File: src/rtl/flash_detector_if.sv
// flash_detector_if
// Purpose: bundles the flash line and the detector's status outputs so that
//          the detector and its driver share one connection object.
// Signals:
//   in   - flash line, synchronous to the detector clock
//   det  - one-cycle pulse: a complete valid pattern was received
//   err  - one-cycle pulse: a started pattern was abandoned
//   busy - high while a pattern is in progress
// Modports:
//   master - drives in, observes det/err/busy (stimulus side)
//   slave  - samples in, drives det/err/busy (detector side)
interface flash_detector_if;
  logic in;
  logic det;
  logic err;
  logic busy;

  modport master (output in, input det, input err, input busy);
  modport slave  (input in, output det, output err, output busy);
endinterface

File: src/rtl/flash_detector.sv
// flash_detector
// Purpose: recognises the flash pattern high/low/high/low/high/low, where
//          every high pulse lasts T_ON +/- TOL cycles and every low gap lasts
//          T_OFF +/- TOL cycles.
//          - det pulses for one cycle after the first low sample that ends
//            the third pulse.
//          - err pulses for one cycle when a started pattern breaks, either
//            through a level that is too short or one that is too long.
// Ports:
//   clk - single clock; all state changes on its rising edge
//   rst - synchronous, active-high reset
//   bus - flash_detector_if.slave: in (flash line), det, err, busy
//         (all outputs registered)
// Parameters:
//   T_ON, T_OFF - nominal pulse and gap lengths in cycles
//   TOL         - allowed deviation on each length
//   CW          - width of the length counter
//   Legal settings satisfy:
//     TOL < T_ON, TOL < T_OFF, T_ON+TOL < 2**CW, T_OFF+TOL < 2**CW
module flash_detector #(
  parameter int T_ON  = 4,
  parameter int T_OFF = 4,
  parameter int TOL   = 1,
  parameter int CW    = 8
) (
  input  logic              clk,
  input  logic              rst,
  flash_detector_if.slave   bus
);

  localparam logic [2:0] IDLE = 3'd0;
  localparam logic [2:0] H1   = 3'd1;
  localparam logic [2:0] L1   = 3'd2;
  localparam logic [2:0] H2   = 3'd3;
  localparam logic [2:0] L2   = 3'd4;
  localparam logic [2:0] H3   = 3'd5;

  localparam logic [CW-1:0] ON_MIN  = CW'(T_ON - TOL);
  localparam logic [CW-1:0] ON_MAX  = CW'(T_ON + TOL);
  localparam logic [CW-1:0] OFF_MIN = CW'(T_OFF - TOL);
  localparam logic [CW-1:0] OFF_MAX = CW'(T_OFF + TOL);
  localparam logic [CW-1:0] CNT_ONE  = {{(CW-1){1'b0}}, 1'b1};
  localparam logic [CW-1:0] CNT_ZERO = {CW{1'b0}};

  logic [2:0]    state_r;
  logic [2:0]    state_s;
  logic [CW-1:0] cnt_r;
  logic [CW-1:0] cnt_s;
  logic          prev_r;
  logic          det_r;
  logic          err_r;
  logic          busy_r;
  logic          det_s;
  logic          err_s;
  logic          exp_lvl_s;
  logic [CW-1:0] len_min_s;
  logic [CW-1:0] len_max_s;

  // Level state that follows a correctly terminated level.
  // H3 has no successor: it terminates in IDLE with det.
  function automatic logic [2:0] succ_state(input logic [2:0] st);
    case (st)
      H1:      succ_state = L1;
      L1:      succ_state = H2;
      H2:      succ_state = L2;
      L2:      succ_state = H3;
      default: succ_state = IDLE;
    endcase
  endfunction

  // Expected line level and the legal length window for the current state.
  always_comb begin
    exp_lvl_s = 1'b0;
    len_min_s = ON_MIN;
    len_max_s = ON_MAX;
    case (state_r)
      H1, H2, H3: begin
        exp_lvl_s = 1'b1;
        len_min_s = ON_MIN;
        len_max_s = ON_MAX;
      end
      L1, L2: begin
        exp_lvl_s = 1'b0;
        len_min_s = OFF_MIN;
        len_max_s = OFF_MAX;
      end
      default: begin
        exp_lvl_s = 1'b0;
        len_min_s = ON_MIN;
        len_max_s = ON_MAX;
      end
    endcase
  end

  // Next-state, counter and pulse decisions.
  // The sample that changes the level is counted as the first cycle of the
  // next level, so each advance reloads the counter with one.
  always_comb begin
    state_s = state_r;
    cnt_s   = cnt_r;
    det_s   = 1'b0;
    err_s   = 1'b0;
    case (state_r)
      IDLE: begin
        // A start needs a genuine rising edge. prev resets to 1, so a line
        // that is already high when reset is released never starts a pattern.
        if (bus.in && !prev_r) begin
          state_s = H1;
          cnt_s   = CNT_ONE;
        end else begin
          state_s = IDLE;
          cnt_s   = CNT_ZERO;
        end
      end
      H1, L1, H2, L2, H3: begin
        if (bus.in == exp_lvl_s) begin
          // The counter saturates at len_max: one more sample at the same
          // level is an overrun, so the counter can never wrap.
          if (cnt_r < len_max_s) begin
            cnt_s = cnt_r + CNT_ONE;
          end else begin
            err_s   = 1'b1;
            state_s = IDLE;
            cnt_s   = CNT_ZERO;
          end
        end else begin
          if (cnt_r >= len_min_s) begin
            if (state_r == H3) begin
              det_s   = 1'b1;
              state_s = IDLE;
              cnt_s   = CNT_ZERO;
            end else begin
              state_s = succ_state(state_r);
              cnt_s   = CNT_ONE;
            end
          end else begin
            err_s   = 1'b1;
            state_s = IDLE;
            cnt_s   = CNT_ZERO;
          end
        end
      end
      default: begin
        state_s = IDLE;
        cnt_s   = CNT_ZERO;
      end
    endcase
  end

  // State, counter, previous sample and registered outputs.
  // Reset has priority over every transition.
  always_ff @(posedge clk) begin
    if (rst) begin
      state_r <= IDLE;
      cnt_r   <= CNT_ZERO;
      prev_r  <= 1'b1;
      det_r   <= 1'b0;
      err_r   <= 1'b0;
      busy_r  <= 1'b0;
    end else begin
      state_r <= state_s;
      cnt_r   <= cnt_s;
      prev_r  <= bus.in;
      det_r   <= det_s;
      err_r   <= err_s;
      busy_r  <= (state_s != IDLE);
    end
  end

  assign bus.det  = det_r;
  assign bus.err  = err_r;
  assign bus.busy = busy_r;

endmodule
File: src/flat_wrapper.sv
// flat-port wrapper written by rule: the top's interface ports become plain ports
module flash_detector_flat 
#(
  parameter int T_ON  = 4,
  parameter int T_OFF = 4,
  parameter int TOL   = 1,
  parameter int CW    = 8
)
  (clk, rst, bus_in, bus_det, bus_err, bus_busy);
  flash_detector_if bus_i ();
  input  logic clk;
  input  logic rst;
  input wire logic [$bits(bus_i.in)-1:0] bus_in;
  output wire logic [$bits(bus_i.det)-1:0] bus_det;
  output wire logic [$bits(bus_i.err)-1:0] bus_err;
  output wire logic [$bits(bus_i.busy)-1:0] bus_busy;
  assign bus_i.in = bus_in;
  assign bus_det = bus_i.det;
  assign bus_err = bus_i.err;
  assign bus_busy = bus_i.busy;
  flash_detector #(.T_ON(T_ON), .T_OFF(T_OFF), .TOL(TOL), .CW(CW)) u_core (.clk(clk), .rst(rst), .bus(bus_i));
endmodule
File: config.mk
export PLATFORM = sky130hd
export DESIGN_NAME = flash_detector_flat
export DESIGN_NICKNAME = d
export VERILOG_FILES = /design/src/rtl/flash_detector_if.sv /design/src/rtl/flash_detector.sv /design/src/flat_wrapper.sv
export SDC_FILE = /design/constraint.sdc
export NUM_CORES = 1
export LEC_CHECK = 0
export ABC_CLOCK_PERIOD_IN_PS = 2500
export CORE_MARGIN = 4
export CORE_UTILIZATION = 36
export DETAILED_ROUTE_END_ITERATION = 12
export HOLD_SLACK_MARGIN = 0.05
export PLACE_DENSITY = 0.57
export SLEW_MARGIN = 40
export SYNTH_ARGS = -nofsm -noshare
export SYNTH_HDL_FRONTEND = slang
export SYNTH_SLANG_ARGS = --single-unit
File: constraint.sdc
create_clock -name clk -period 2.5 [get_ports clk]
set_input_delay 0.75 -clock clk [delete_from_list [all_inputs] [get_ports clk]]
set_output_delay 0.75 -clock clk [all_outputs]
set_load 0.1 [all_outputs]
# After elaboration in Yosys (flattened, before gate mapping)
# Cells that the tools add are included.
classes:
  reduce_logical: 8
  n_eq_ne: 6
  addsub: 1
  order_cmp: 2
  n_bitwise: 2
  muxes: 18
op_table:
  columns: ["operator", "count"]
  rows:
  - ["$mux W8", 2]
  - ["$pmux W8 S2", 1]
  - ["$mux W3", 4]
  - ["$pmux W3 S4", 1]
  - ["$mux W1", 9]
  - ["$add A8 B1 Y8 const B", 1]
  - ["$ge A8 B2 Y1 const B", 1]
  - ["$lt A8 B3 Y1 const B", 1]
  - ["$eq A3 B2 Y1 const B", 2]
  - ["$eq A3 B3 Y1 const B", 2]
  - ["$pmux W3 S2", 1]
  - ["$reduce_or A5 Y1", 1]
  - ["$reduce_or A4 Y1", 1]
  - ["$eq A3 B1 Y1 const B", 1]
  - ["$logic_not A3 Y1", 1]
  - ["$reduce_bool A3 Y1", 1]
  - ["$reduce_or A3 Y1", 1]
  - ["$not A1 Y1", 2]
  - ["$reduce_or A2 Y1", 1]
  - ["$eq A1 B1 Y1", 1]
  - ["$logic_and A1 B1 Y1", 1]
  - ["$logic_not A1 Y1", 1]
word_totals:
  output_inout_bits: 3
  word_cells: 43
  input_bits: 3
  regBits: 15

# Depth between registers and ports, before layout
logic_depth:
  depth_word: 7
  depth_mapped: 7
  mapped_depth_nobuf: 7

# Least setup slack after synthesis
# OpenSTA, ideal clock, no wires.
synth_path:
  kind: "register to register"
  startpoint: "register u_core.cnt_r[0]"
  endpoint: "register u_core.busy_r (netlist: u_core.bus.busy)"
  setup_ns: 0.119
  t_required_ns: 2.381
  period_less_slack_ns: 1.728
  path_buffers: 0
  arrival_ns: 1.609
  path_stages_with_launch: 7
  slack_ns: 0.772
  cell_sequence: "dfxtp_1 -> ha_1 -> or4_1 -> nor2_1 -> o2bb2ai_1 -> a221oi_2 -> o21bai_1"
synth_via:
  elab_chain_len: 5
  word_cells_on_any_way: 7
  cone_classes: "order compare (2); mux (4); reduce/logical (1)"
synth_rtl:
  columns: ["element", "line_no", "source"]
  rows:
  - ["from (decl)", "flash_detector.sv:47", "logic [CW-1:0] cnt_r;"]
  - ["from (signal assigned)", "flash_detector.sv:162", "cnt_r <= cnt_s;"]
  - ["$ge A8 B2 Y1 / $lt A8 B3 Y1 (equally long branches)", "flash_detector.sv:127, flash_detector.sv:119", null]
  - ["$mux W3, on equally long branches", "flash_detector.sv:127, flash_detector.sv:119", null]
  - ["$mux W3 (*)", "flash_detector.sv:116", "if (bus.in == exp_lvl_s) begin"]
  - ["$pmux W3 S2 (*)", "flash_detector.sv:103", "case (state_r)"]
  - ["$reduce_bool A3 Y1 (*)", "flash_detector.sv:166", "busy_r <= (state_s != IDLE);"]
  - ["to (signal assigned)", "flash_detector.sv:166", null]
  - ["to (decl)", "flash_detector.sv:52", "logic busy_r;"]
# Every way passes the cells marked *; elsewhere a longest branch is shown, timed or not.
# A chain may end at the register's enable or synchronous reset.

# Final worst setup path
layout_path:
  startpoint: "input bus_in"
  endpoint: "register u_core.busy_r (netlist: u_core.bus.busy)"
layout_via:
  elab_chain_len: 4
  word_cells_on_any_way: 6
  cone_classes: "eq/ne (1); mux (3); reduce/logical (2)"
layout_rtl:
  columns: ["element", "line_no", "source"]
  rows:
  - ["from (decl)", "flat_wrapper.sv:13", "input wire logic [$bits(bus_i.in)-1:0] bus_in;"]
  - ["$eq A1 B1 Y1 / $logic_and A1 B1 Y1 (equally long branches)", "flash_detector.sv:116, flash_detector.sv:107", null]
  - ["$mux W3 / $mux W1 (equally long branches)", "flash_detector.sv:116, flash_detector.sv:107", null]
  - ["$pmux W3 S2 (*)", "flash_detector.sv:103", null]
  - ["$reduce_bool A3 Y1 (*)", "flash_detector.sv:166", null]
# Marks and branches as above.

==> metrics.md <==
| Metric | Value |
|---|---|
| Starting Density | 39.02% |
| Initial antenna violation count | 0 |
| Main combinational cell family by area after synthesis | simple AND/OR/NAND/NOR gates |
| Leading area contributor after synthesis | dfxtp_1 |
| Port Buf Inserts | 5 |
| Initial DRC Count | 12 |
| Worst r2r src | u_core.cnt_r[0] |
| Core Area | 1783 sq um |
| Routed WL per cell | 10.34 microns |
| Largest net degree at the start of global routing | 10 |
| Nets@finish | 91 |
| R2r worst-path depth | 6 |
| I/O pin cnt | 6 |
| GR Overflow Total | 0 |
| Average size of a mapped cell | between 9 and 10 sq um |
| LEAKAGE | 0.2976 nW |
| DIE HEIGHT | about 52 microns |
| ANT nets after route | 0 |
| H-Tree Depth | 1 |
| RSZ-0062 raised after global routing | no |
| Postcts setup bufs | 0 |
| P per Cell Area | between 500 and 600 nW/um^2 |
| Arrival time worst endpoint | around 2.2 ns |
| Worst hold margin | 0.4969 ns |
| Synth Area in XOR/XNOR | about 5% |
| Crit path buf inv count | 1 |
| Post-synthesis mux area share | 2.878% |
| Row count | 15 |
| Insertion delay of the later-clocked pin in the worst-skew pair | 0.28 ns |
| N_diodes | 0 |
| WHS Path Cells | 2 |
| Global-route usage over all layers | 10.24% |
| Clock sinks | 15 |
| Setup crit end kind | flop |
| Post-CTS Hold Buffers | 0 |
| Synth top area cells | dfxtp_1 (43%), nor2_1 (5.9%), xnor2_1 (5.0%), a2111oi_4 (4.0%), ha_1 (3.6%) |
| CP cell instances | clkdlybuf4s50_1 -> xnor2_1 -> or2_2 -> a211oi_2 -> o21bai_1 |
| Slowest CP cell | clkdlybuf4s50_1 |
| Seq cells post-synth | 15 |
| TritonCTS clock tree | done |
| Delay-heaviest family, CP | buffers and inverters |
| Multi-input gate area | about 370 sq um |
| Register area share after synthesis | 43.17% |
| Worst setup SP type | input port |
| Die area | 2700 sq um |
| Simple-gate share of the synthesized area | between 20% and 30% |
| DR vias | 500 |
| Setup_tns | 0 ns |
| Endpoint, Worst Hold | u_core.cnt_r[3] |
| Yosys cell types | 28 |
| Clock Path Buffers | 2 |
| Worst path max stage delay | 0.59 ns |
| Post-CTS sizing | 0 |
| Worst-path clk slew | 0.10 ns |
| Synthesized-area fraction occupied by adder cells | 3.597% |
| Syn-to-layout area delta | 15.83% |
| Vias per inst | between 4 and 5 |
| Maximum fanout along the worst path | 7 |
| Worst reg2reg setup slack | between 0.6 and 0.7 ns |
| Critical path class | in -> reg |
| Inserted Clock Buffers | 3 |
| Ratio of cells with drive above 1 in the final layout | 18.82% |
| Post-synth design cell area | roughly 700 sq um |
| Post-Synthesis Cells | 74 |
| EDFF count, synth | 0 |
| Final setup fails | 0 |
| Compound-cell area share of the yosys netlist | a little under a fifth |
| CTS root buf | clkbuf_4 |
| Max-cap violations | 0 |
| Clock skew | 0.004176 ns |
| DR DRC count | 0 |
| Main synth FF type | dfxtp_1 |
| Max frequency | 499.8 MHz |
| First-pass DRT Iterations | 4 |
| Most common cell after layout, fill and taps aside | dfxtp_1 |
| Fillers | about 180 |
| Most frequent cells in the layout | dfxtp_1 (15), nor2_1 (11), inv_1 (6) |
| Gpl congestion | roughly 0.78 |
| Reg area | 300.3 sq um |
| Endpoints failing hold | 0 |
| Status | complete, no violations |
| Tmin final | 2.001 ns |
| Die X | ~52 microns |
| Pins over their slew limit | 0 |
| Placement Setup Slack | 0.1954 ns |
| First-pass GRT wire length | 2111 microns |
| Post-synth ARST share | 0% |
| Number of global-route vias before repair | 499 |
| FF-to-FF End | u_core.bus.busy |
| Fin crit share | 80.04% |
| Final worst slack | between 0.4 and 0.5 ns |
| Data required, critical path | 2.71 ns |
| VDD IR-drop max | 0.3369 mV |
| Post-synth top area share | 43.17% |
| HP Class | reg -> reg |
| Synthesis warning total | 0 |
| WL final | 1137 microns |
| Hold Path Origin | u_core.cnt_r[0] |
| Final HPWL DP | 860.5 microns |
==> synthesized netlist by cell type, drive strengths merged, types with 2 or more instances <==
| cell type | instances |
|---|---|
| nor3 | 3 |
| inv | 6 |
| ha | 2 |
| buf | 2 |
| a21oi | 2 |
| or2 | 3 |
| nand2 | 4 |
| dfxtp | 15 |
| nand3 | 2 |
| mux2i | 2 |
| nor2b | 3 |
| nor2 | 11 |
| xnor2 | 4 |
==> worst register-to-register path, cell delays in order (launching register included) <==
cell	delay (ns)
dfxtp_1	0.35
ha_1	0.23
or4_1	0.50
nor2_1	0.20
o2bb2ai_1	0.12
a221oi_2	0.27
o21bai_1	0.08
==> kinds of logic (layout without fill, tap and decap cells) <==
family / count (synthesis) / count (layout)
XOR/XNOR: 4 / 4
flip-flops: 15 / 15
multiplexers: 2 / 2
other: 1 / 4
AO/OA/AOI/OAI: 12 / 12
buffers and inverters: 8 / 16
adder cells (fa/ha/maj): 2 / 2
AND/OR/NAND/NOR: 30 / 30
==> power by group <==
part           internal (mW)  leakage [nW]  total (mW)  switching [mW]
clock network         0.0592        0.0177       0.138          0.0791
registers              0.247         0.123       0.253         0.00617
logic                 0.0242         0.157      0.0600          0.0359
==> state kept, by name, summed over array words and instances, names as in the netlist <==
| name | flops |
|---|---|
| u_core.bus.det | 1 |
| u_core.bus.err | 1 |
| u_core.cnt_r | 8 |
| u_core.bus.busy | 1 |
| u_core.state_r | 3 |
| u_core.prev_r | 1 |
==> area by class of cell <==
| class | count | share of cell area (%) |
|---|---|---|
| clock buffers | 3 | 2.795 |
| flip-flops and latches | 15 | 37.27 |
| repair buffers | 6 | 6.211 |
| well taps | 25 | 3.882 |
| inverters | 6 | 2.795 |
| multi-input cells | 54 | 46.43 |
| clock inverters | 1 | 0.6211 |
==> metal layers <==
layer  global-route usage, %  vias to the layer above  wire, microns
met1                   14.16                      225            617
met4                   1.310                        0             12
met2                   15.69                        7            462
met3                   3.438                        2             44
met5                       0                        -              0
li1                        -                      266              -
==> how the worst max path moves through the flow <==
stage / start / endpoint / slack [ns] / cells past startpoint
2_1_floorplan: u_core.cnt_r[0] / u_core.bus.busy / 0.77 / 6
3_3_place_gp: bus_in / u_core.bus.busy / 0.21 / 5
3_5_place_dp: bus_in / u_core.bus.busy / 0.20 / 5
4_1_cts: bus_in / u_core.bus.busy / 0.49 / 5
5_1_grt: bus_in / u_core.bus.busy / 0.39 / 5
6_report: bus_in / u_core.bus.busy / 0.50 / 5
==> through the flow <==
stage	instances	area, sq um	util [%]	power (mW)
global placement	106	778.2	43.65	0.3192
finish	110	805.8	45.19	0.4515
floorplan	77	706.9	-	0.3035
global route	110	805.8	45.19	0.4800
detailed placement	106	778.2	43.65	0.3189
CTS	110	805.8	45.19	0.4596
Note: power is estimated with default switching activity, not from simulation.
==> RTL edit 1, RTL diff (same flow settings) <==
Make the reset (`rst`) asynchronous in one clocked block. Comments in the files are not updated.
--- a/src/rtl/flash_detector.sv
+++ b/src/rtl/flash_detector.sv
@@ -149,7 +149,7 @@
 
   // State, counter, previous sample and registered outputs.
   // Reset has priority over every transition.
-  always_ff @(posedge clk) begin
+  always_ff @(posedge clk or posedge rst) begin
     if (rst) begin
       state_r <= IDLE;
       cnt_r   <= CNT_ZERO;
Check against the original RTL: differs if rst is asserted again (counterexample within 4 cycles, from zero or initial values and one cycle with rst high); with rst held inactive, the same outputs for 10 cycles.
==> RTL edit 1 against the unedited design <==
  * Sequential cell count unchanged
  * Die area up 2.0%
  * Cell count down 4.5%
  * Sequential share of layout area up 9.1 points
  * Area after synthesis up 2.3%
  * Design area up 0.78%
  * Wire length down 4.7%
  * Worst setup slack better by 190 ps
  * Largest cell class is now registers
  * Highest routed layer unchanged
Power is not compared: it rests on default switching activity, and its combinational part moved more than twofold at a synthesized area within 25%.
==> RTL edit 1: results (changes against the unedited design) <==
* Status: finished clean (unchanged)
* Global-route wire length before repair at 1950 µm (was 2110 µm)
* Initial antenna violation count at 0 (unchanged)
* Routability congestion estimate at 0.794 (was 0.776)
* Post-CTS setup buffer count at 0 (unchanged)
* NumNets Final at 86 (was 91)
* Worst VDD drop at 0.537 mV
* Diodes inserted at 0 (unchanged)
* Fill cells at 197 (was 181)
* Max FO, Critical Path at 6 (was 7)
* 1st-iter DRT viols at 8 (was 12)
* Seq/Total Area, Yosys at 0.529 (was 0.432)
* Ys Warns at 0 (unchanged)
* Leakage at 0.363 nW
* HPWL after detailed placement at 802 µm (was 861 µm)
* DR WL/cell at 10.3 µm (about the same)
* Max Buffers Root-to-Sink at 2 (unchanged)
* Pin count of the biggest net entering global routing at 16 (was 10)
* Root Driver: clkbuf_4 (unchanged)
* CP max stage delay at 500 ps (was 590 ps)
* Synth Flop Type: dfrtp_1 (was dfxtp_1)
* Worst hold path class: flop to flop (unchanged)
* Largest regs: u_core.cnt_r x8, u_core.state_r x3 (unchanged)
* Clock Skew at 8.22 ps (was 4.18 ps)
* IO buf count at 5 (unchanged)
* Vias at 479 (was 500)
* Arr. time, crit path at 2020 ps (was 2210 ps)
* Post-synth ARST share at 1.00 (was 0)
* CTS Buf Count at 3 (unchanged)
* Share of cells above drive strength 1 at 0.163 (was 0.188)
* Ranking of synthesized cells by area: dfrtp_1 (49%), nor2_1 (4.2%), dfstp_2 (3.7%) (was dfxtp_1 (43%), nor2_1 (5.9%), xnor2_1 (5.0%))
* Drt first pass iters at 5 (was 4)
* GRT Util Overall at 0.0972 (was 0.102)
* Vias in the first global route at 467 (was 499)
* Commonest cells in the netlist: dfrtp_1 (14), nor2_1 (8), nand2_1 (7), inv_1 (6) (was dfxtp_1 (15), nor2_1 (11), inv_1 (6), nand2_1 (4), xnor2_1 (4))
* Resized Gates After CTS at 0 (unchanged)
* Clock slew at reported path FFs at 90 ps
* Slew @ Worst Pin at 553 ps
* DRC at 0 (unchanged)
RTL edit 1: cell types whose count changed after synthesis, moves of 2 or more:
cell      change
o21ai_0       +2
nor2b_1       -3
a21oi_1       +2
nand2b_1      +2
nor2_1        -3
dfxtp_1      -15
mux2i_1       -2
or2_2         -2
o21ai_1       +4
nand2_1       +3
xnor2_1       -3
dfrtp_1      +14
RTL edit 1: cell type report:
class / instances / area (µm²) / area share
flip-flops and latches: 15 / 377 / 0.464
clock inverters: 1 / 5.00 / 0.00616
clock buffers: 3 / 22.5 / 0.0277
repair buffers: 5 / 42.5 / 0.0524
multi-input cells: 50 / 312 / 0.384
inverters: 6 / 22.5 / 0.0277
well taps: 25 / 31.3 / 0.0385
RTL edit 1: cells by family after synthesis:
kind of cell,synth area share
compound gates,0.155
buf+inv,0.0492
flops,0.529
simple gates,0.179
xor+xnor,0.0475
fa+ha+maj,0.0351
other cells,0.00527
RTL edit 1: per-layer routing:
layer  routed length [µm]  vias up  track usage
li1                     -      249            -
met4                   14        0       0.0255
met3                   51        4       0.0427
met5                    0        -            0
met2                  479        8        0.159
met1                  538      218        0.115
RTL edit 1: report_power, final:
group | total [W] | internal [W] | switching (W)
Sequential | 0.000343 | 0.000287 | 0.0000560
Combinational | 0.000361 | 0.000127 | 0.000234
Clock | 0.000135 | 0.0000594 | 0.0000751
RTL edit 1: worst paths after layout:
check / startpoint / to / slack (ps) / cells after the start
worst max-delay path: bus_in / u_core.state_r[1]$_DFF_PP0_ / 690 / 5
worst min-delay path: u_core.cnt_r[0]$_DFF_PP0_ / u_core.cnt_r[0]$_DFF_PP0_ / 520 / 1
worst max register to register: u_core.state_r[0]$_DFF_PP0_ / u_core.state_r[1]$_DFF_PP0_ / 1010 / 5
worst min register to register: u_core.cnt_r[0]$_DFF_PP0_ / u_core.cnt_r[0]$_DFF_PP0_ / 520 / 1
max in group asynchronous: rst / u_core.prev_r$_DFF_PP1_ / 1310 / 2
min in group asynchronous: rst / u_core.cnt_r[4]$_DFF_PP0_ / 810 / 2
RTL edit 1: per-stage QoR:
stage	utilization	hold WS (ps)	worst slack, ps	instance area (µm²)	instances
6_report	0.451	522	688	812	105
5_1_grt	0.451	549	597	812	105
3_3_place_gp	0.435	505	391	785	101
3_5_place_dp	0.435	512	390	785	101
2_1_floorplan	-	474	867	723	73
4_1_cts	0.451	524	687	812	105
==> RTL edit 2, RTL diff (config.mk and constraints unchanged) <==
Made on the original files. `CW` is set to 8 in 2 places; all go to 4.
--- a/src/rtl/flash_detector.sv
+++ b/src/rtl/flash_detector.sv
@@ -21,7 +21,7 @@
   parameter int T_ON  = 4,
   parameter int T_OFF = 4,
   parameter int TOL   = 1,
-  parameter int CW    = 8
+  parameter int CW    = 4
 ) (
   input  logic              clk,
   input  logic              rst,
--- a/src/flat_wrapper.sv
+++ b/src/flat_wrapper.sv
@@ -4,7 +4,7 @@
   parameter int T_ON  = 4,
   parameter int T_OFF = 4,
   parameter int TOL   = 1,
-  parameter int CW    = 8
+  parameter int CW    = 4
 )
   (clk, rst, bus_in, bus_det, bus_err, bus_busy);
   flash_detector_if bus_i ();
Check against the original RTL: same outputs for any inputs over 10 cycles, from zero or initial values and one cycle with rst high; that may be too few to reach the edited logic, so the function may still have changed.
==> RTL edit 2 against the unedited design <==
  * Wire length fell by 12%
  * Area after synthesis fell by 12%
  * Largest cell class unchanged
  * Power fell by 25%
  * Sequential share of layout area fell by 4.9 points
  * Worst setup slack got worse by 150 ps
  * Design area fell by 16%
  * Sequential cell count fell by 4
  * Global-route usage fell by 0.93 points
  * Clock skew fell by 1.3 ps
==> RTL edit 2: results (changes against the unedited design) <==
* DP Area at 652 µm² (was 778 µm²)
* Critical-path top delay cell: clkdlybuf4s50_1 (unchanged)
* M2 GR Usage at 0.141 (was 0.157)
* NumNets Final at 81 (was 91)
* HPWL after detailed placement at 786 µm (was 861 µm)
* Worst hold start: u_core.cnt_r[1]$_SDFF_PP0_ (was u_core.cnt_r[0]$_SDFF_PP0_)
* Placed Cells at 87 (was 106)
* Final wirelength at 1010 µm (was 1140 µm)
* Via density at 5.18 (was 4.55)
* Global-route wire length before repair at 1700 µm (was 2110 µm)
* Arr. time, crit path at 2310 ps (was 2210 ps)
* Synth Area in XOR/XNOR at 0.0695 (was 0.0504)
* Worst VDD drop at 0.285 mV (was 0.337 mV)
* Unique masters post-synth at 31 (was 28)
* Final hold slack at 457 ps (was 497 ps)
* Routability congestion estimate at 0.818 (was 0.776)
* Max FO, Critical Path at 8 (was 7)
* Share of cells above drive strength 1 at 0.200 (was 0.188)
* Fill cells at 150 (was 181)
* Resized Gates After CTS at 0 (unchanged)
* Mux contribution to synthesized area at 0 (was 0.0288)
* Largest register FFs at 4 (was 8)
* Area fraction in compound gates after synthesis at 0.186 (was 0.182)
* GRT Util Overall at 0.0931 (was 0.102)
* Final Critical Period at 2150 ps (was 2000 ps)
* Status: finished clean (unchanged)
* Ranking of synthesized cells by area: dfxtp_1 (36%), nor2_1 (4.9%), xnor2_1 (4.3%) (was dfxtp_1 (43%), nor2_1 (5.9%), xnor2_1 (5.0%))
* Seq/Total Area, Yosys at 0.360 (was 0.432)
* Dpl ws at 78.0 ps (was 195 ps)
* Commonest cells in the netlist: dfxtp_1 (11), nor2_1 (8), inv_1 (6), a21oi_1 (5), nor3_1 (4) (was dfxtp_1 (15), nor2_1 (11), inv_1 (6), nand2_1 (4), xnor2_1 (4))
* DR WL/cell at 11.1 µm (was 10.3 µm)
* R2R setup slack at 810 ps (was 650 ps)
* Largest regs: u_core.cnt_r x4, u_core.state_r x3 (was u_core.cnt_r x8, u_core.state_r x3)
* CP max stage delay at 550 ps (was 590 ps)
* CP top delay family: simple AND/OR/NAND/NOR gates (was buffers and inverters)
* Clock Skew at 2.91 ps (was 4.18 ps)
* Adder-cell share of the synthesized area at 0.0409 (was 0.0360)
* Grt met1 use at 0.109 (was 0.142)
* RR Endpoint: u_core.bus.busy$_SDFF_PP0_ (unchanged)
[RTL edit 2: cells by family after synthesis]
logic type,count (synthesis)
simple gates,27
compound gates,15
flops,11
buf+inv,9
xor+xnor,4
fa+ha+maj,2
[RTL edit 2: routing by layer]
layer  part of all wire  up-vias
met4              0.025        0
met5                  0        -
met3              0.040        3
met2               0.45        6
li1                   -      244
met1               0.49      218
[RTL edit 2: cell type report]
cell class	instances	area, µm²	share of cell area
Timing Repair Buffer	6	50.0	0.0737
Inverter	6	22.5	0.0331
Clock buffer	3	22.5	0.0331
Multi-Input combinational cell	48	339	0.499
Tap cell	16	20.0	0.0295
Sequential cell	11	220	0.324
Clock inverter	1	5.00	0.00737
[RTL edit 2: where the power goes]
part	internal, W	leakage (nW)	switching (W)
logic	0.0000142	0.161	0.0000218
registers	0.000179	0.0892	0.00000317
clock network	0.0000593	0.0177	0.0000610
